`config.mk`:
```
export PLATFORM = sky130hd
export DESIGN_NAME = signal_router_n
export DESIGN_NICKNAME = d
export VERILOG_FILES = /design/src/rtl/signal_router_n.sv
export SDC_FILE = /design/constraint.sdc
export NUM_CORES = 1
export LEC_CHECK = 0
export ABC_AREA = 1
export CAP_MARGIN = 20
export CORE_MARGIN = 8
export CORE_UTILIZATION = 35
export DETAILED_ROUTE_END_ITERATION = 10
export SLEW_MARGIN = 0
export SYNTH_ARGS = -nofsm -noshare
export SYNTH_HDL_FRONTEND = slang
export SYNTH_SLANG_ARGS = --single-unit
```
`constraint.sdc`:
```
create_clock -name clk -period 5.4 [get_ports clk]
set_clock_uncertainty 0.05 [all_clocks]
set_input_delay 1.08 -clock clk [delete_from_list [all_inputs] [get_ports clk]]
set_output_delay 1.08 -clock clk [all_outputs]
set_load 0.01 [all_outputs]
```
`src/rtl/signal_router_n.sv`:
```
// signal_router_n: N-channel signal generator and router.
// Each channel produces one bit (constant, passthrough, divided clock or PWM) and steers it
// to any output pin; pins OR together every channel aimed at them. Configuration is written
// through a ready/valid-style strobe into shadow registers that commit at period boundaries.
// Optional macro SIGNAL_ROUTER_SYNC_EN adds 2-flop synchronisers on the passthrough inputs.
module signal_router_n #(
    parameter int unsigned NCH  = 8,
    parameter int unsigned DIVW = 8,
    parameter int unsigned PWMW = 8,
    localparam int unsigned LOCW = $clog2(NCH)
) (
    input  logic            clk,
    input  logic            rst_n,
    input  logic [NCH-1:0]  in,
    input  logic            cfg_we,
    output logic            cfg_ready,
    input  logic [LOCW-1:0] cfg_addr,
    input  logic [1:0]      cfg_sel,
    input  logic [LOCW-1:0] cfg_loc,
    input  logic            cfg_const,
    input  logic [DIVW-1:0] cfg_div,
    input  logic [PWMW-1:0] cfg_duty,
    output logic [NCH-1:0]  pending,
    output logic [NCH-1:0]  out
);

    localparam int unsigned NADDR = 1 << LOCW;

    typedef enum logic [1:0] {
        ModeConst = 2'd0,
        ModePass  = 2'd1,
        ModeDiv   = 2'd2,
        ModePwm   = 2'd3
    } mode_e;

    logic [NCH-1:0]   in_use;
    logic [NCH-1:0]   gen;
    logic [LOCW-1:0]  loc [NCH];
    logic [NCH-1:0]   route;
    logic [NADDR-1:0] pend_ext;

`ifdef SIGNAL_ROUTER_SYNC_EN
    logic [NCH-1:0] sync1_q, sync2_q;

    // Two-stage synchroniser for asynchronous board inputs
    always_ff @(posedge clk or negedge rst_n) begin
        if (!rst_n) begin
            sync1_q <= '0;
            sync2_q <= '0;
        end else begin
            sync1_q <= in;
            sync2_q <= sync1_q;
        end
    end

    assign in_use = sync2_q;
`else
    assign in_use = in;
`endif

    for (genvar ch = 0; ch < NCH; ch++) begin : g_ch
        mode_e           sel_q, sel_d;
        logic            const_q, const_d;
        logic [DIVW-1:0] div_q, div_d;
        logic [PWMW-1:0] duty_q, duty_d;
        logic [LOCW-1:0] loc_q, loc_d;
        logic            sh_const_q, sh_const_d;
        logic [DIVW-1:0] sh_div_q, sh_div_d;
        logic [PWMW-1:0] sh_duty_q, sh_duty_d;
        logic            pend_q, pend_d;
        logic [DIVW-1:0] cnt_q, cnt_d;
        logic [PWMW-1:0] pwm_q, pwm_d;
        logic            tog_q, tog_d;
        logic            accept, terminal, wrap, commit, g;
        mode_e           new_sel;

        assign new_sel  = mode_e'(cfg_sel);
        assign accept   = cfg_we && (cfg_addr == LOCW'(ch)) && !pend_q;
        assign terminal = (cnt_q == div_q);
        assign wrap     = terminal && (pwm_q == {PWMW{1'b1}});
        // Deferred values land exactly on the boundary of the running waveform
        assign commit   = pend_q && (((sel_q == ModeDiv) && terminal) ||
                                     ((sel_q == ModePwm) && wrap));

        // Next-state: counters, deferred commit and configuration writes
        always_comb begin
            sel_d      = sel_q;
            const_d    = const_q;
            div_d      = div_q;
            duty_d     = duty_q;
            loc_d      = loc_q;
            sh_const_d = sh_const_q;
            sh_div_d   = sh_div_q;
            sh_duty_d  = sh_duty_q;
            pend_d     = pend_q;
            cnt_d      = cnt_q;
            pwm_d      = pwm_q;
            tog_d      = tog_q;

            case (sel_q)
                ModeDiv: begin
                    if (terminal) begin
                        cnt_d = '0;
                        tog_d = ~tog_q;
                    end else begin
                        cnt_d = cnt_q + 1'b1;
                    end
                end
                ModePwm: begin
                    if (terminal) begin
                        cnt_d = '0;
                        pwm_d = pwm_q + 1'b1;
                    end else begin
                        cnt_d = cnt_q + 1'b1;
                    end
                end
                default: ;
            endcase

            if (commit) begin
                const_d = sh_const_q;
                div_d   = sh_div_q;
                duty_d  = sh_duty_q;
                pend_d  = 1'b0;
            end

            // accept implies !pend_q, so it never coincides with commit
            if (accept) begin
                sh_const_d = cfg_const;
                sh_div_d   = cfg_div;
                sh_duty_d  = cfg_duty;
                loc_d      = cfg_loc;
                if (((sel_q == ModeDiv) || (sel_q == ModePwm)) && (new_sel == sel_q)) begin
                    pend_d = 1'b1;
                end else begin
                    sel_d   = new_sel;
                    const_d = cfg_const;
                    div_d   = cfg_div;
                    duty_d  = cfg_duty;
                    if (new_sel != sel_q) begin
                        cnt_d = '0;
                        pwm_d = '0;
                        tog_d = 1'b0;
                    end
                end
            end
        end

        // Channel state registers
        always_ff @(posedge clk or negedge rst_n) begin
            if (!rst_n) begin
                sel_q      <= ModeConst;
                const_q    <= 1'b0;
                div_q      <= '0;
                duty_q     <= '0;
                loc_q      <= LOCW'(ch);
                sh_const_q <= 1'b0;
                sh_div_q   <= '0;
                sh_duty_q  <= '0;
                pend_q     <= 1'b0;
                cnt_q      <= '0;
                pwm_q      <= '0;
                tog_q      <= 1'b0;
            end else begin
                sel_q      <= sel_d;
                const_q    <= const_d;
                div_q      <= div_d;
                duty_q     <= duty_d;
                loc_q      <= loc_d;
                sh_const_q <= sh_const_d;
                sh_div_q   <= sh_div_d;
                sh_duty_q  <= sh_duty_d;
                pend_q     <= pend_d;
                cnt_q      <= cnt_d;
                pwm_q      <= pwm_d;
                tog_q      <= tog_d;
            end
        end

        // Generated bit for the active mode
        always_comb begin
            g = 1'b0;
            case (sel_q)
                ModeConst: g = const_q;
                ModePass:  g = in_use[ch];
                ModeDiv:   g = tog_q;
                ModePwm:   g = (pwm_q < duty_q);
                default:   g = 1'b0;
            endcase
        end

        assign gen[ch]     = g;
        assign loc[ch]     = loc_q;
        assign pending[ch] = pend_q;
    end

    // Crossbar: each pin ORs every channel whose location matches it
    always_comb begin
        route = '0;
        for (int k = 0; k < NCH; k++) begin
            for (int c = 0; c < NCH; c++) begin
                if (gen[c] && (loc[c] == LOCW'(k))) begin
                    route[k] = 1'b1;
                end
            end
        end
    end

    // Handshake: a channel with a pending commit refuses further writes
    always_comb begin
        pend_ext               = '0;
        pend_ext[NCH-1:0]      = pending;
        cfg_ready              = ~pend_ext[cfg_addr];
    end

    // Registered output pins
    always_ff @(posedge clk or negedge rst_n) begin
        if (!rst_n) begin
            out <= '0;
        end else begin
            out <= route;
        end
    end

endmodule
```
# Word level (Yosys, flattened, before mapping)
# Cells that the tools add are included.
# classes
n_bitwise	17
n_eq_ne	119
n_reduce_logical	177
add_sub_neg	16
mux	290
magnitude_cmp	9
# op_table
operator	count
$mux W8	128
$mux W1	153
$add A8 B1 Y8 const B	16
$logic_and A1 B1 Y1	120
$eq A3 B3 Y1 const B	36
$eq A8 B8 Y1	8
$eq A8 B8 Y1 const B	8
$lt A8 B8 Y1	8
$eq A3 B2 Y1 const B	18
$eq A2 B2 Y1 const B	16
$pmux W1 S4	8
$eq A3 B1 Y1 const B	9
$logic_not A3 Y1	9
$not A1 Y1	17
$eq A2 B1 Y1 const B	8
$eq A2 B2 Y1	8
$logic_not A2 Y1	8
$logic_or A1 B1 Y1	16
$ne A2 B2 Y1	8
$reduce_and A2 Y1	8
$reduce_or A2 Y1	8
$logic_not A1 Y1	8
$lt A3 B4 Y1 const B	1
$bmux W1 S3	1
# word_totals
word_cells	725
register_bits	464
input_bits	36

# Longest topological paths before layout
# Gate-level depths: netlist of the first run.
# logic_depth
depth_word	11
depth_mapped	13
mapped_depth_nobuf	13

# Worst setup path after synthesis of the first run
# Ideal clock, no wire load.
# synth_path
kind	input to output
from	in cfg_addr[1]
to	out cfg_ready
t_required_ns	4.270
arrival_time_ns	1.617
path_slack_ns	2.653
cell_stages	5
path_cell_list	inv_1 > nand2_1 > nor2_1 > nor3_1 > a32oi_1
# synth_between
elab_chain_cells	3
# synth_lines
item	line	source
from (decl)	17	input logic [LOCW-1:0] cfg_addr,
$bmux W1 S3	213	cfg_ready = ~pend_ext[cfg_addr];
$mux W1 (not written as such)	213	
$not A1 Y1	213	
to (decl)	16	output logic cfg_ready,
# No other way between the ends. The select of a mux whose other input is x is not followed.

# Worst setup path after layout of the first run
# layout_path
from	in cfg_addr[0]
to	out cfg_ready
# Same word-level chain as after synthesis.

==> flow_summary.ini, run 1 <==
[critical_path]
reg2reg_to = g_ch[5].cnt_q[1]$_DFF_PN0_
crit_path_end_kind = output pin
startpoint_type = input port
cp_data_required_time_ns = 4.27
worst_ep_arrival_time_ns = 2.68
critPathMaxFanout = 3
r2r.worst_path.cells = 6
reg2reg_from = g_ch[5].pend_q$_DFF_PN0_
rrSetupSlack_ns = 2.34
setup.worst_path.class = input port to output pin

[sta]
timing.hold.ws_ns = 0.351
final-hold-violation-count = 0
timing.final.crit_share_pct = 70.5
transition_at_the_pin_with_the_smallest_max_transition_slack_ns = 1.05
total_negative_slack_ns = 0
slew_violations = 0
rsz0062_at_grt = false
layout_setup_ws_ns = 1.59
timing.final.setup_violations = 0
slew_headroom_pct = 30.0
min_tclk_post_route_ns = 3.81
max_freq_mhz = 263

[logic_synthesis]
netlist_area_um2 = 26100
synth_edf_count = 0
synth_sequential_area_ratio_pct = 44.5
yosys_warnings = 0
synth_cells = 3534
post_synth_num_cell_types = 48
ffs_latches_synth = 464
syn-num-nets = 3642
synth-async-reset-ratio_pct = 100
ys.flop_type = dfrtp_1
postSynthAreaPerCell_um2 = 7.40

[place]
detailedPlace.worstSlack_ns = 1.42
dp_hpwl_um = 52600
port-buffer-count = 52
gp_congestion = 0.904

[floorplan]
design.die.area_um2 = 83700
core.rowCount = 100
die_width_um = 289
start_util_pct = 35.2
dieHeight_um = 289
ioPinCount = 53
area_of_the_placeable_core_um2 = 74200

[route]
detail_route.vias_per_cell = 5.00
drc = 0
postRouteAntennaNets = 0
drt-pass1-iter-count = 8
first_iter_violations = 2240
routed_wire_length_per_instance_um = 17.0
route.vias.total = 22800
drt_wl_total_um = 77300

[power]
peakVddDrop_uv = 252
fin_total_pwr_mw = 15.7
p_leak_nw = 14.7
power.density_nw_per_um2 = 533

[final_layout]
flow.area_growth_from_synthesis_pct = 12.5
design.final.nets = 3650
mostFrequentLayoutCell = nand2_1
fraction_of_layout_instances_using_a_drive_strength_above_1_pct = 5.99
fillCellCount = 7582
antenna_cells = 0
mostFrequentLayoutCells = nand2_1, dfrtp_1, inv_1, nand3_1, nor2_1

[cts]
clkTransAtPathRegs_ns = 0.06
cts_tree = built
cts.sink_count = 464
clock-root-buffer = clkbuf_16
post_cts_setup_driven_buffer_insertion_count = 0
cts_htree_levels = 2
number_of_gates_resized_after_cts = 0
worst_skew_pair.late_latency_ns = 0.60
postCtsHoldBufs = 0
clock_tree.buffer_depth = 3
cts-buffers-inserted = 55

[grt]
grt_pass1_vias = 21500
grt_overflow_total = 0
total_grt_usage_pct = 18.4
antenna_violations_before_repair = 4
grt_first_pass_wirelength_um = 122000
maximum_number_of_pins_on_one_net_before_global_route_repair = 122

[run]
maxCapViolCount = 0

[worst_hold_path]
worstHoldPathType = input port to asynchronous set/reset pin

[outcome]
status = complete, no violations
[flip-flops by register name, indices dropped and copies added, names as in the netlist]
name,flops
g_ch.sh_const_q,8
g_ch.tog_q,8
g_ch.loc_q,24
g_ch.sh_duty_q,64
g_ch.pend_q,8
g_ch.sh_div_q,64
g_ch.const_q,8
out,8
g_ch.div_q,64
g_ch.pwm_q,64
g_ch.sel_q,16
g_ch.duty_q,64
g_ch.cnt_q,64
[routing by layer]
layer	track usage, %	vias to the layer above	routed length [um]
met5	0	-	7
met4	4.97	2	1880
met3	2.52	117	5110
met2	28.2	589	33400
met1	26.9	10800	36900
li1	-	11300	-
[worst max-delay path, cell delays in order]
cell and delay [ns]:
clkdlybuf4s50_1 0.51, nand2_1 0.10, nor2_1 0.14, nor3_1 0.09, a32oi_1 0.18, clkdlybuf4s50_1 0.58
[power by group]
group          total, mW  switching, mW  internal, mW
registers           6.28           1.34          4.94
clock network       3.81           1.53          2.28
logic               5.58           3.54          2.04
[kinds of logic after synthesis]
kind of cell	count (synthesis)	synth area share (%)
flip-flops	464	44.5
adder cells (fa/ha/maj)	72	3.45
buffers and inverters	629	9.57
AO/OA/AOI/OAI	415	9.24
XOR/XNOR	79	2.65
AND/OR/NAND/NOR	1875	30.6
[synth_stat cells, types with 29 or more instances]
cell       number  area [um2]
nand2_1      1060        3980
dfrtp_1       452       11300
inv_1         450        1690
nand3_1       346        1730
nor2_1        300        1130
o21ai_0       230        1150
a21oi_1        88         440
clkbuf_1       87         327
ha_1           72         901
xor2_1         58         508
nor3_1         49         245
o2111ai_1      48         420
nand3b_1       35         263
buf_2          34         170
inv_2          29         109
[worst max-delay path by stage]
stage	slack [ns]	endpoint	cells past startpoint	start
after floorplan	2.65	cfg_ready	5	cfg_addr[1]
after global placement	1.47	g_ch[7].duty_q[1]$_DFF_PN0_	7	cfg_sel[1]
after detailed placement	1.42	g_ch[7].duty_q[5]$_DFF_PN0_	7	cfg_sel[1]
after CTS	1.60	cfg_ready	6	cfg_addr[0]
after global routing	1.47	cfg_ready	6	cfg_addr[0]
final	1.59	cfg_ready	6	cfg_addr[0]
[stage by stage]
stage	cell area [um2]	instances	util, %
after floorplan	26100	3534	-
after global placement	27600	4454	37.2
after detailed placement	27600	4454	37.2
after CTS	29400	4556	39.7
after global routing	29400	4556	39.7
final	29400	4556	39.7
[layout make-up]
cell class / instances / area (um2) / share of cell area (%)
clock buffer: 82 / 1640 / 5.57
clock inverter: 20 / 210 / 0.714
inverter: 487 / 1830 / 6.21
multi-input combinational: 2441 / 12000 / 40.9
sequential: 464 / 11600 / 39.5
tap: 969 / 1210 / 4.12
timing repair buffer: 93 / 883 / 3.00
Power figures use the tool's default switching activity.
==> run 2, diff against run 1 <==
clock period = 3.4 ns   (was 5.4 ns; I/O delays follow)
==> run 2 against run 1 <==
- global-route usage is 0.16 points lower
- first-iteration DRC count is 21% lower
- total power is 59% higher
- count of clock-buffer cells in the layout is 7 lower
- critical path type unchanged
- largest cell class unchanged
- largest power group unchanged
==> flow_summary.ini, run 2 (synthesis gave the netlist of run 1 again) <==
[cts]
clock_tree.buffer_depth = 3
cts-buffers-inserted = 53
cts_tree = built
postCtsHoldBufs = 0
clkTransAtPathRegs_ns = 0.05
post_cts_setup_driven_buffer_insertion_count = 0
number_of_gates_resized_after_cts = 0
worst_skew_pair.late_latency_ns = 0.61
cts.sink_count = 464
clock-root-buffer = clkbuf_16
cts_htree_levels = 2

[sta]
transition_at_the_pin_with_the_smallest_max_transition_slack_ns = 0.833
final-hold-violation-count = 0
slew_violations = 0
slew_headroom_pct = 44.3
rsz0062_at_grt = false
total_negative_slack_ns = 0
timing.final.crit_share_pct = 88.0
max_freq_mhz = 334
timing.hold.ws_ns = 0.0221
timing.final.setup_violations = 0
min_tclk_post_route_ns = 2.99

[place]
placed_cells_incl_taps = 4495
gp_congestion = 0.887
port-buffer-count = 52
placed_cell_area_um2 = 27900
dp_hpwl_um = 53600

[critical_path]
worstSetupStartpoint = cfg_addr[0]
critPathBufInv = 3
cp_data_required_time_ns = 2.67
reg2reg_from = g_ch[0].pwm_q[1]$_DFF_PN0_
startpoint_type = input port
critical_path.cell_chain = clkdlybuf4s50_1 -> inv_2 -> nand2_1 -> nor2_1 -> nor2_1 -> a32oi_1 -> clkdlybuf4s50_1
critPathMaxStageDelay_ns = 0.57
worst_ep_arrival_time_ns = 2.26
path_delay_family = buffers and inverters
critPathMaxFanout = 3
crit_path_end_kind = output pin
worst_path_max_delay_cell = clkdlybuf4s50_1
setup.worst_path.class = input port to output pin

[outcome]
status = complete, no violations

[route]
route.vias.total = 22700
drt_wl_total_um = 76900
detail_route.vias_per_cell = 4.93
drt-pass1-iter-count = 5
postRouteAntennaNets = 0
drc = 0
routed_wire_length_per_instance_um = 16.7
first_iter_violations = 1780

[floorplan]
start_util_pct = 35.2
design.die.area_um2 = 83700
core.rowCount = 100
die_width_um = 289
area_of_the_placeable_core_um2 = 74200
dieHeight_um = 289
ioPinCount = 53

[final_layout]
final_cell_count_no_fill = 4594
mostFrequentLayoutCell = nand2_1
fillCellCount = 7637
mostFrequentLayoutCells = nand2_1, dfrtp_1, inv_1, nand3_1, nor2_1
flow.area_growth_from_synthesis_pct = 13.9
finish.instance_area_um2 = 29800
final_core_utilization_pct = 40.1
design.final.nets = 3689
fraction_of_layout_instances_using_a_drive_strength_above_1_pct = 7.06

[worst_hold_path]
worstHoldPathType = input port to asynchronous set/reset pin

[run]
maxCapViolCount = 0

[grt]
grt_first_pass_wirelength_um = 120000
maximum_number_of_pins_on_one_net_before_global_route_repair = 67
total_grt_usage_pct = 18.2
grt_overflow_total = 0
antenna_violations_before_repair = 4
grt_pass1_vias = 21000

[power]
p_leak_nw = 14.9
power.density_nw_per_um2 = 839
peakVddDrop_uv = 375
run 2: final timing paths:
check / cells past startpoint / to / slack, ns
setup / recovery: 7 / cfg_ready / 0.41
hold / removal: 1 / g_ch[0].cnt_q[4]$_DFF_PN0_ / 0.02
setup reg to reg: 11 / g_ch[0].duty_q[6]$_DFF_PN0_ / 1.06
hold reg to reg: 2 / g_ch[1].sh_duty_q[5]$_DFFE_PN0P_ / 0.43
max in group asynchronous: 3 / g_ch[7].cnt_q[1]$_DFF_PN0_ / 2.30
min in group clk: 2 / g_ch[1].sh_duty_q[5]$_DFFE_PN0P_ / 0.43
run 2: layout make-up:
class	instances	area, um2	share of cell area, %
multi-input combinational	2441	12000	40.4
sequential	464	11600	39.1
inverter	487	1830	6.14
clock buffer	75	1550	5.21
timing repair buffer	134	1240	4.17
tap	969	1210	4.07
clock inverter	23	284	0.954
antenna	1	2.50	0.00841
run 2: routing by layer:
| layer | vias up | track usage (%) | wire length [um] | share of wire [%] |
|---|---|---|---|---|
| met4 | 0 | 4.93 | 1800 | 2.3 |
| met5 | - | 0 | 0 | 0 |
| met1 | 10600 | 26.4 | 36600 | 48 |
| li1 | 11400 | - | - | - |
| met3 | 109 | 3.02 | 4990 | 6.5 |
| met2 | 558 | 27.9 | 33500 | 44 |
run 2: stage by stage:
step	setup WS, ns	power, mW
6_report	0.406	25.0
5_1_grt	0.235	27.0
4_1_cts	0.375	25.1
3_5_place_dp	0.368	18.9
3_3_place_gp	0.392	18.7
2_1_floorplan	1.39	16.1
run 2: power by group:
group / switching [mW] / internal [mW]
Clock: 2.42 / 3.62
Sequential: 1.86 / 7.86
Combinational: 5.87 / 3.34
Total: 10.2 / 14.8
